### config.mk
export PLATFORM = sky130hd
export DESIGN_NAME = riscv_multicycle_control
export DESIGN_NICKNAME = d
export VERILOG_FILES = /design/src/rtl/riscv_multicycle_control.sv
export SDC_FILE = /design/constraint.sdc
export NUM_CORES = 1
export LEC_CHECK = 0
export BUFFER_PORTS_ARGS = -buffer_cell sky130_fd_sc_hd__buf_4
export CAP_MARGIN = 10
export CORE_MARGIN = 2
export CORE_UTILIZATION = 48
export DETAILED_ROUTE_END_ITERATION = 10
export PLACE_DENSITY = 0.76
export SLEW_MARGIN = 30
export SYNTH_ARGS = -nofsm -noshare
export SYNTH_HDL_FRONTEND = slang
export SYNTH_SLANG_ARGS = --single-unit
### constraint.sdc
create_clock -name clk -period 2.4 [get_ports clk]
set_clock_uncertainty 0.1 [all_clocks]
set_input_delay 0.24 -clock clk [delete_from_list [all_inputs] [get_ports clk]]
set_output_delay 0.24 -clock clk [all_outputs]
set_load 0.005 [all_outputs]
### src/rtl/riscv_multicycle_control.sv
// Multicycle RV32I control FSM: fetch/decode/execute/memory/writeback over one shared memory port.
// Outputs are combinational from state and inputs; memory stalls hold the state and trap after MEM_TIMEOUT waits.
module riscv_multicycle_control #(
  parameter int CNT_W       = 32,
  parameter int MEM_TIMEOUT = 16
) (
  input  logic             clk,
  input  logic             reset,
  input  logic [6:0]       opcode,
  input  logic [2:0]       funct3,
  input  logic             funct7_5,
  input  logic             zero,
  input  logic             mem_ready,
  output logic             mem_req,
  output logic             mem_write,
  output logic             adr_src,
  output logic             ir_write,
  output logic             pc_write,
  output logic             reg_write,
  output logic [1:0]       alu_src_a,
  output logic [1:0]       alu_src_b,
  output logic [1:0]       result_src,
  output logic [2:0]       alu_control,
  output logic [3:0]       state,
  output logic             retire,
  output logic             illegal,
  output logic             bus_error,
  output logic [CNT_W-1:0] cycle_count,
  output logic [CNT_W-1:0] instr_count
);

  localparam int WAIT_W = $clog2(MEM_TIMEOUT + 1);

  localparam logic [6:0] OP_LOAD   = 7'b0000011;
  localparam logic [6:0] OP_STORE  = 7'b0100011;
  localparam logic [6:0] OP_RTYPE  = 7'b0110011;
  localparam logic [6:0] OP_ITYPE  = 7'b0010011;
  localparam logic [6:0] OP_BRANCH = 7'b1100011;
  localparam logic [6:0] OP_JAL    = 7'b1101111;

  localparam logic [2:0] ALU_ADD = 3'b000;
  localparam logic [2:0] ALU_SUB = 3'b001;
  localparam logic [2:0] ALU_AND = 3'b010;
  localparam logic [2:0] ALU_OR  = 3'b011;
  localparam logic [2:0] ALU_SLT = 3'b101;
  localparam logic [2:0] ALU_SRL = 3'b110;
  localparam logic [2:0] ALU_SRA = 3'b111;

  typedef enum logic [3:0] {
    S_FETCH    = 4'd0,
    S_DECODE   = 4'd1,
    S_MEMADR   = 4'd2,
    S_MEMREAD  = 4'd3,
    S_MEMWB    = 4'd4,
    S_MEMWRITE = 4'd5,
    S_EXECR    = 4'd6,
    S_EXECI    = 4'd7,
    S_ALUWB    = 4'd8,
    S_BRANCH   = 4'd9,
    S_JAL      = 4'd10,
    S_TRAP     = 4'd11
  } state_t;

  state_t            state_q;
  state_t            state_d;
  logic [WAIT_W-1:0] wait_cnt;
  logic [CNT_W-1:0]  cycle_q;
  logic [CNT_W-1:0]  instr_q;
  logic              illegal_q;
  logic              bus_error_q;
  logic              mem_phase;
  logic              waiting;
  logic              timeout;
  logic              set_illegal;

  function automatic logic r_legal(input logic [2:0] f3);
    return f3 inside {3'b000, 3'b010, 3'b101, 3'b110, 3'b111};
  endfunction

  function automatic logic i_legal(input logic [2:0] f3);
    return f3 inside {3'b000, 3'b010, 3'b110, 3'b111};
  endfunction

  function automatic logic [2:0] r_alu(input logic [2:0] f3, input logic f7);
    case (f3)
      3'b000:  r_alu = f7 ? ALU_SUB : ALU_ADD;
      3'b010:  r_alu = ALU_SLT;
      3'b101:  r_alu = f7 ? ALU_SRA : ALU_SRL;
      3'b110:  r_alu = ALU_OR;
      3'b111:  r_alu = ALU_AND;
      default: r_alu = ALU_ADD;
    endcase
  endfunction

  function automatic logic [2:0] i_alu(input logic [2:0] f3);
    case (f3)
      3'b010:  i_alu = ALU_SLT;
      3'b110:  i_alu = ALU_OR;
      3'b111:  i_alu = ALU_AND;
      default: i_alu = ALU_ADD;
    endcase
  endfunction

  // Derived from state only, so the watchdog never loops back through mem_req.
  assign mem_phase = !reset && (state_q inside {S_FETCH, S_MEMREAD, S_MEMWRITE});
  assign waiting   = mem_phase && !mem_ready;
  assign timeout   = waiting && (wait_cnt == WAIT_W'(MEM_TIMEOUT - 1));

  always_comb begin
    state_d     = state_q;
    adr_src     = 1'b0;
    mem_write   = 1'b0;
    ir_write    = 1'b0;
    pc_write    = 1'b0;
    reg_write   = 1'b0;
    alu_src_a   = 2'b00;
    alu_src_b   = 2'b00;
    result_src  = 2'b00;
    alu_control = ALU_ADD;
    retire      = 1'b0;
    set_illegal = 1'b0;
    if (!reset) begin
      case (state_q)
        S_FETCH: begin
          if (mem_ready) begin
            ir_write   = 1'b1;
            pc_write   = 1'b1;
            alu_src_b  = 2'b10;
            result_src = 2'b10;
            state_d    = S_DECODE;
          end
        end
        S_DECODE: begin
          alu_src_a = 2'b01;
          alu_src_b = 2'b01;
          case (opcode)
            OP_LOAD, OP_STORE: state_d = S_MEMADR;
            OP_RTYPE:          state_d = r_legal(funct3) ? S_EXECR : S_TRAP;
            OP_ITYPE:          state_d = i_legal(funct3) ? S_EXECI : S_TRAP;
            OP_BRANCH:         state_d = (funct3[2:1] == 2'b00) ? S_BRANCH : S_TRAP;
            OP_JAL:            state_d = S_JAL;
            default:           state_d = S_TRAP;
          endcase
          set_illegal = (state_d == S_TRAP);
        end
        S_MEMADR: begin
          alu_src_a = 2'b10;
          alu_src_b = 2'b01;
          state_d   = (opcode == OP_STORE) ? S_MEMWRITE : S_MEMREAD;
        end
        S_MEMREAD: begin
          adr_src = 1'b1;
          if (mem_ready) state_d = S_MEMWB;
        end
        S_MEMWB: begin
          result_src = 2'b01;
          reg_write  = 1'b1;
          retire     = 1'b1;
          state_d    = S_FETCH;
        end
        S_MEMWRITE: begin
          adr_src   = 1'b1;
          mem_write = 1'b1;
          if (mem_ready) begin
            retire  = 1'b1;
            state_d = S_FETCH;
          end
        end
        S_EXECR: begin
          alu_src_a   = 2'b10;
          alu_control = r_alu(funct3, funct7_5);
          state_d     = S_ALUWB;
        end
        S_EXECI: begin
          alu_src_a   = 2'b10;
          alu_src_b   = 2'b01;
          alu_control = i_alu(funct3);
          state_d     = S_ALUWB;
        end
        S_ALUWB: begin
          reg_write = 1'b1;
          retire    = 1'b1;
          state_d   = S_FETCH;
        end
        S_BRANCH: begin
          alu_src_a   = 2'b10;
          alu_control = ALU_SUB;
          pc_write    = (funct3 == 3'b000 && zero) || (funct3 == 3'b001 && !zero);
          retire      = 1'b1;
          state_d     = S_FETCH;
        end
        S_JAL: begin
          alu_src_a = 2'b01;
          alu_src_b = 2'b10;
          pc_write  = 1'b1;
          state_d   = S_ALUWB;
        end
        default: state_d = state_q;
      endcase
      // A timeout cycle never has mem_ready, so no write enable is live here.
      if (timeout) state_d = S_TRAP;
    end
  end

  always_ff @(posedge clk) begin
    if (reset) begin
      state_q     <= S_FETCH;
      wait_cnt    <= '0;
      cycle_q     <= '0;
      instr_q     <= '0;
      illegal_q   <= 1'b0;
      bus_error_q <= 1'b0;
    end else begin
      state_q <= state_d;
      cycle_q <= cycle_q + CNT_W'(1);
      if (retire)      instr_q     <= instr_q + CNT_W'(1);
      if (set_illegal) illegal_q   <= 1'b1;
      if (timeout)     bus_error_q <= 1'b1;
      if (waiting && state_d == state_q) wait_cnt <= wait_cnt + WAIT_W'(1);
      else                               wait_cnt <= '0;
    end
  end

  assign mem_req     = mem_phase;
  assign state       = state_q;
  assign illegal     = illegal_q;
  assign bus_error   = bus_error_q;
  assign cycle_count = cycle_q;
  assign instr_count = instr_q;

endmodule

==> metrics.md <==
| Metric | Value |
|---|---|
| Status | `finished clean` |
| Final worst-path cycle share | `95.1%` |
| Slew Limit Fails | `0` |
| Final hold vios | `0` |
| #FFs+latches synth | `75` |
| Post-Syn Instances | `483` |
| Yosys cell types | `51` |
| Initial Utilization | `50.1%` |
| Final wirelength | `10000 um` |
| Synth area leader | `dfxtp_1` |
| Critical path buffer and inverter count | `0` |
| 1st-iter DRT viols | `230` |
| Worst min-delay path category | `in -> reg` |
| Cell Int Power | `2.17 mW` |
| Critical path endpoint category | `register` |
| Initial antenna violation count | `0` |
| Nets@finish | `617` |
| Antenna viol nets, final | `0` |
| Worst path slowest cell | `or4_4` |
| CP Class | `reg -> reg` |
| N_diodes | `0` |
| CP Max Fanout | `6` |
| P_leak | `2.02 nW` |
| Worst slew pin tran | `0.647 ns` |
| Synth top area share | `38.4%` |
| Die ar. | `0.00889 sq mm` |
| Synth warnings | `0` |
| Combinational share of power | `25.2%` |
| Inserted Clock Buffers | `9` |
| Top FF cell, synth | `dfxtp_1` |
| H-tree levels | `3` |
| Max Clock Freq | `0.438 GHz` |
| Dpl hpwl | `7220 um` |
| Aggregate global-route resource usage | `22.9%` |
| Sequential area share after synthesis | `38.4%` |
| Horiz. Die Dim | `94.3 um` |
| Gpl congestion | `0.954` |
| Via count | `3966` |
| Hold buffers post-CTS | `0` |
| CP cell instances | `nand4_2, or4_4, or3_4, or4_1, a21oi_1` |
| Fraction of layout cells with a size suffix above 1 | `26.9%` |
| GR Overflow Total | `0` |
| Top post-synthesis cells by area | `dfxtp_1 (38%), xnor2_1 (7.4%), nor2_1 (6.8%), xor2_1 (3.6%), nand3_1 (3.5%)` |
| Vias in the first global route | `3523` |
| Clock Sink Count | `75` |
| TritonRoute pass-1 iters | `4` |
| Sw power | `0.991 mW` |
| Area grow syn2layout | `31.0%` |
| Clock Power Share | `32.1%` |
| Rel. slew slack | `56.9%` |
| Sequential share of power | `42.7%` |
| Post-synth EDFFs | `0` |
| Die height | `94.3 um` |
| Crit path DAT | `2.46 ns` |
| Crit path largest cell delay | `0.56 ns` |
| Tot Pwr | `3.16 mW` |
| Setup violators final | `0` |
| Clock transition at path regs | `0.08 ns` |
| Most common cell after layout, fill and taps aside | `buf_4` |
| Max Cap Violations | `0` |
| DRC violations left | `0` |
| WP data required | `2.58 ns` |
| Clk_lat worst skew | `0.35 ns` |
| Peak supply drop | `0.362 mV` |
| Largest net degree at the start of global routing | `66` |
| Fin Setup TNS | `0 ns` |
| DR vias/cell | `5.63` |
| Largest delay share family, worst path | `simple AND/OR/NAND/NOR gates` |
| Startpoint Class | `register` |
| First-pass GRT wire length | `16500 um` |
| Row count | `32` |
| Async set or reset register ratio after synthesis | `0%` |
| Mapped Area | `0.00391 sq mm` |
| Crit path time final | `2.28 ns` |
| Max clock buf depth | `2` |
| Net count after synthesis | `502` |
| Mean Syn Cell Area | `8.10 sq um` |
| Most frequent cells in the layout | `buf_4 (129), nor2_1 (71), dfxtp_1 (71), xnor2_1 (33), nand3_1 (27)` |
| Root Driver | `clkbuf_8` |
| Number of I/O port buffers | `100` |
| CTS tree | `built` |
| Switching Fraction | `31.4%` |
| Pwr dens | `616 mW/mm^2` |
| I/O pins | `101` |
| RSZ-0062 raised after global routing | `false` |
| Routed length per instance | `14.2 um` |
| Core area | `0.00781 sq mm` |
==> cell families after synthesis <==
group | after synthesis | share of synthesized area (%)
buffers and inverters | 37 | 3.80
xor gates and xnor gates | 49 | 11.0
and+or+nand+nor | 250 | 34.3
AOI/OAI and AO/OA | 64 | 10.2
muxes | 4 | 1.09
adders and majority gates | 4 | 1.28
DFF | 75 | 38.4
==> metal layers <==
layer / share of wire (%) / GRT usage, % / vias to the layer above
met2: 46 / 36.5 / 139
met4: 0.62 / 4.11 / 0
li1: - / - / 1965
met5: 0 / 0 / -
met3: 7.9 / 6.74 / 7
met1: 45 / 31.2 / 1855
==> state kept, by name (all words and copies together) (netlist names) <==
name and flops:
bus_error 1, cycle_count 32, illegal 1, instr_count 32
state 4, wait_cnt 5
==> power by group through the flow <==
stage | Sequential (mW) | Combinational [mW] | Clock (mW)
2_1_floorplan | 1.37 | 0.459 | 0
6_report | 1.35 | 0.795 | 1.02
3_5_place_dp | 1.37 | 0.789 | 0
4_1_cts | 1.35 | 0.793 | 1.03
5_1_grt | 1.36 | 0.874 | 1.08
3_3_place_gp | 1.37 | 0.773 | 0
==> per-stage QoR <==
stage	instance area [sq um]	hold WS (ns)	worst slack (ns)	instances	util, %
2_1_floorplan	3910	0.318	0.0884	483	-
3_5_place_dp	4890	0.342	0.109	687	62.7
3_3_place_gp	4890	0.328	0.143	687	62.7
5_1_grt	5130	0.203	0.00842	705	65.7
6_report	5130	0.177	0.119	705	65.7
4_1_cts	5100	0.168	0.0930	703	65.4
==> worst register-to-register path: cells and delay by family (launching register included) <==
kind | cells | cell delay, ns
DFF | 1 | 0.36
AOI/OAI and AO/OA | 1 | 0.14
and+or+nand+nor | 4 | 1.63
==> worst paths after layout <==
path                   startpoint              end  slack, ns  cells after the start
setup / recovery  instr_count[11]  instr_count[27]       0.12                      5
hold / removal          opcode[4]          illegal       0.18                      3
setup reg to reg  instr_count[11]  instr_count[27]       0.12                      5
hold reg to reg       wait_cnt[0]      wait_cnt[0]       0.35                      1
==> layout make-up <==
type	count	area (sq um)
Fill cell	696	2680
Multi-Input combinational cell	371	2270
Sequential cell	75	1510
Timing Repair Buffer	130	973
Clock buffer	10	138
Tap cell	102	128
Clock inverter	6	70.1
Inverter	11	41.3
==> repair_timing <==
action                                  4_1_cts  5_1_grt
gates resized for setup                       0        6
endpoints found under the setup margin        0        3
setup buffers                                 0        2
==> cell usage after synthesis, types with 3 or more instances <==
| cell type | n |
|---|---|
| a2111oi_0 | 3 |
| a21oi_1 | 23 |
| a31o_2 | 4 |
| a31oi_1 | 3 |
| and3_1 | 9 |
| and4_1 | 7 |
| buf_1 | 3 |
| clkbuf_1 | 20 |
| dfxtp_1 | 75 |
| ha_1 | 4 |
| inv_1 | 11 |
| nand2_1 | 22 |
| nand2b_1 | 9 |
| nand3_1 | 27 |
| nand4_1 | 21 |
| nor2_1 | 71 |
| nor2b_1 | 13 |
| nor3_1 | 22 |
| nor4_1 | 18 |
| o21ai_0 | 14 |
| or3_1 | 12 |
| or4_1 | 5 |
| xnor2_1 | 33 |
| xor2_1 | 16 |
Note: power is estimated with default switching activity, not from simulation.
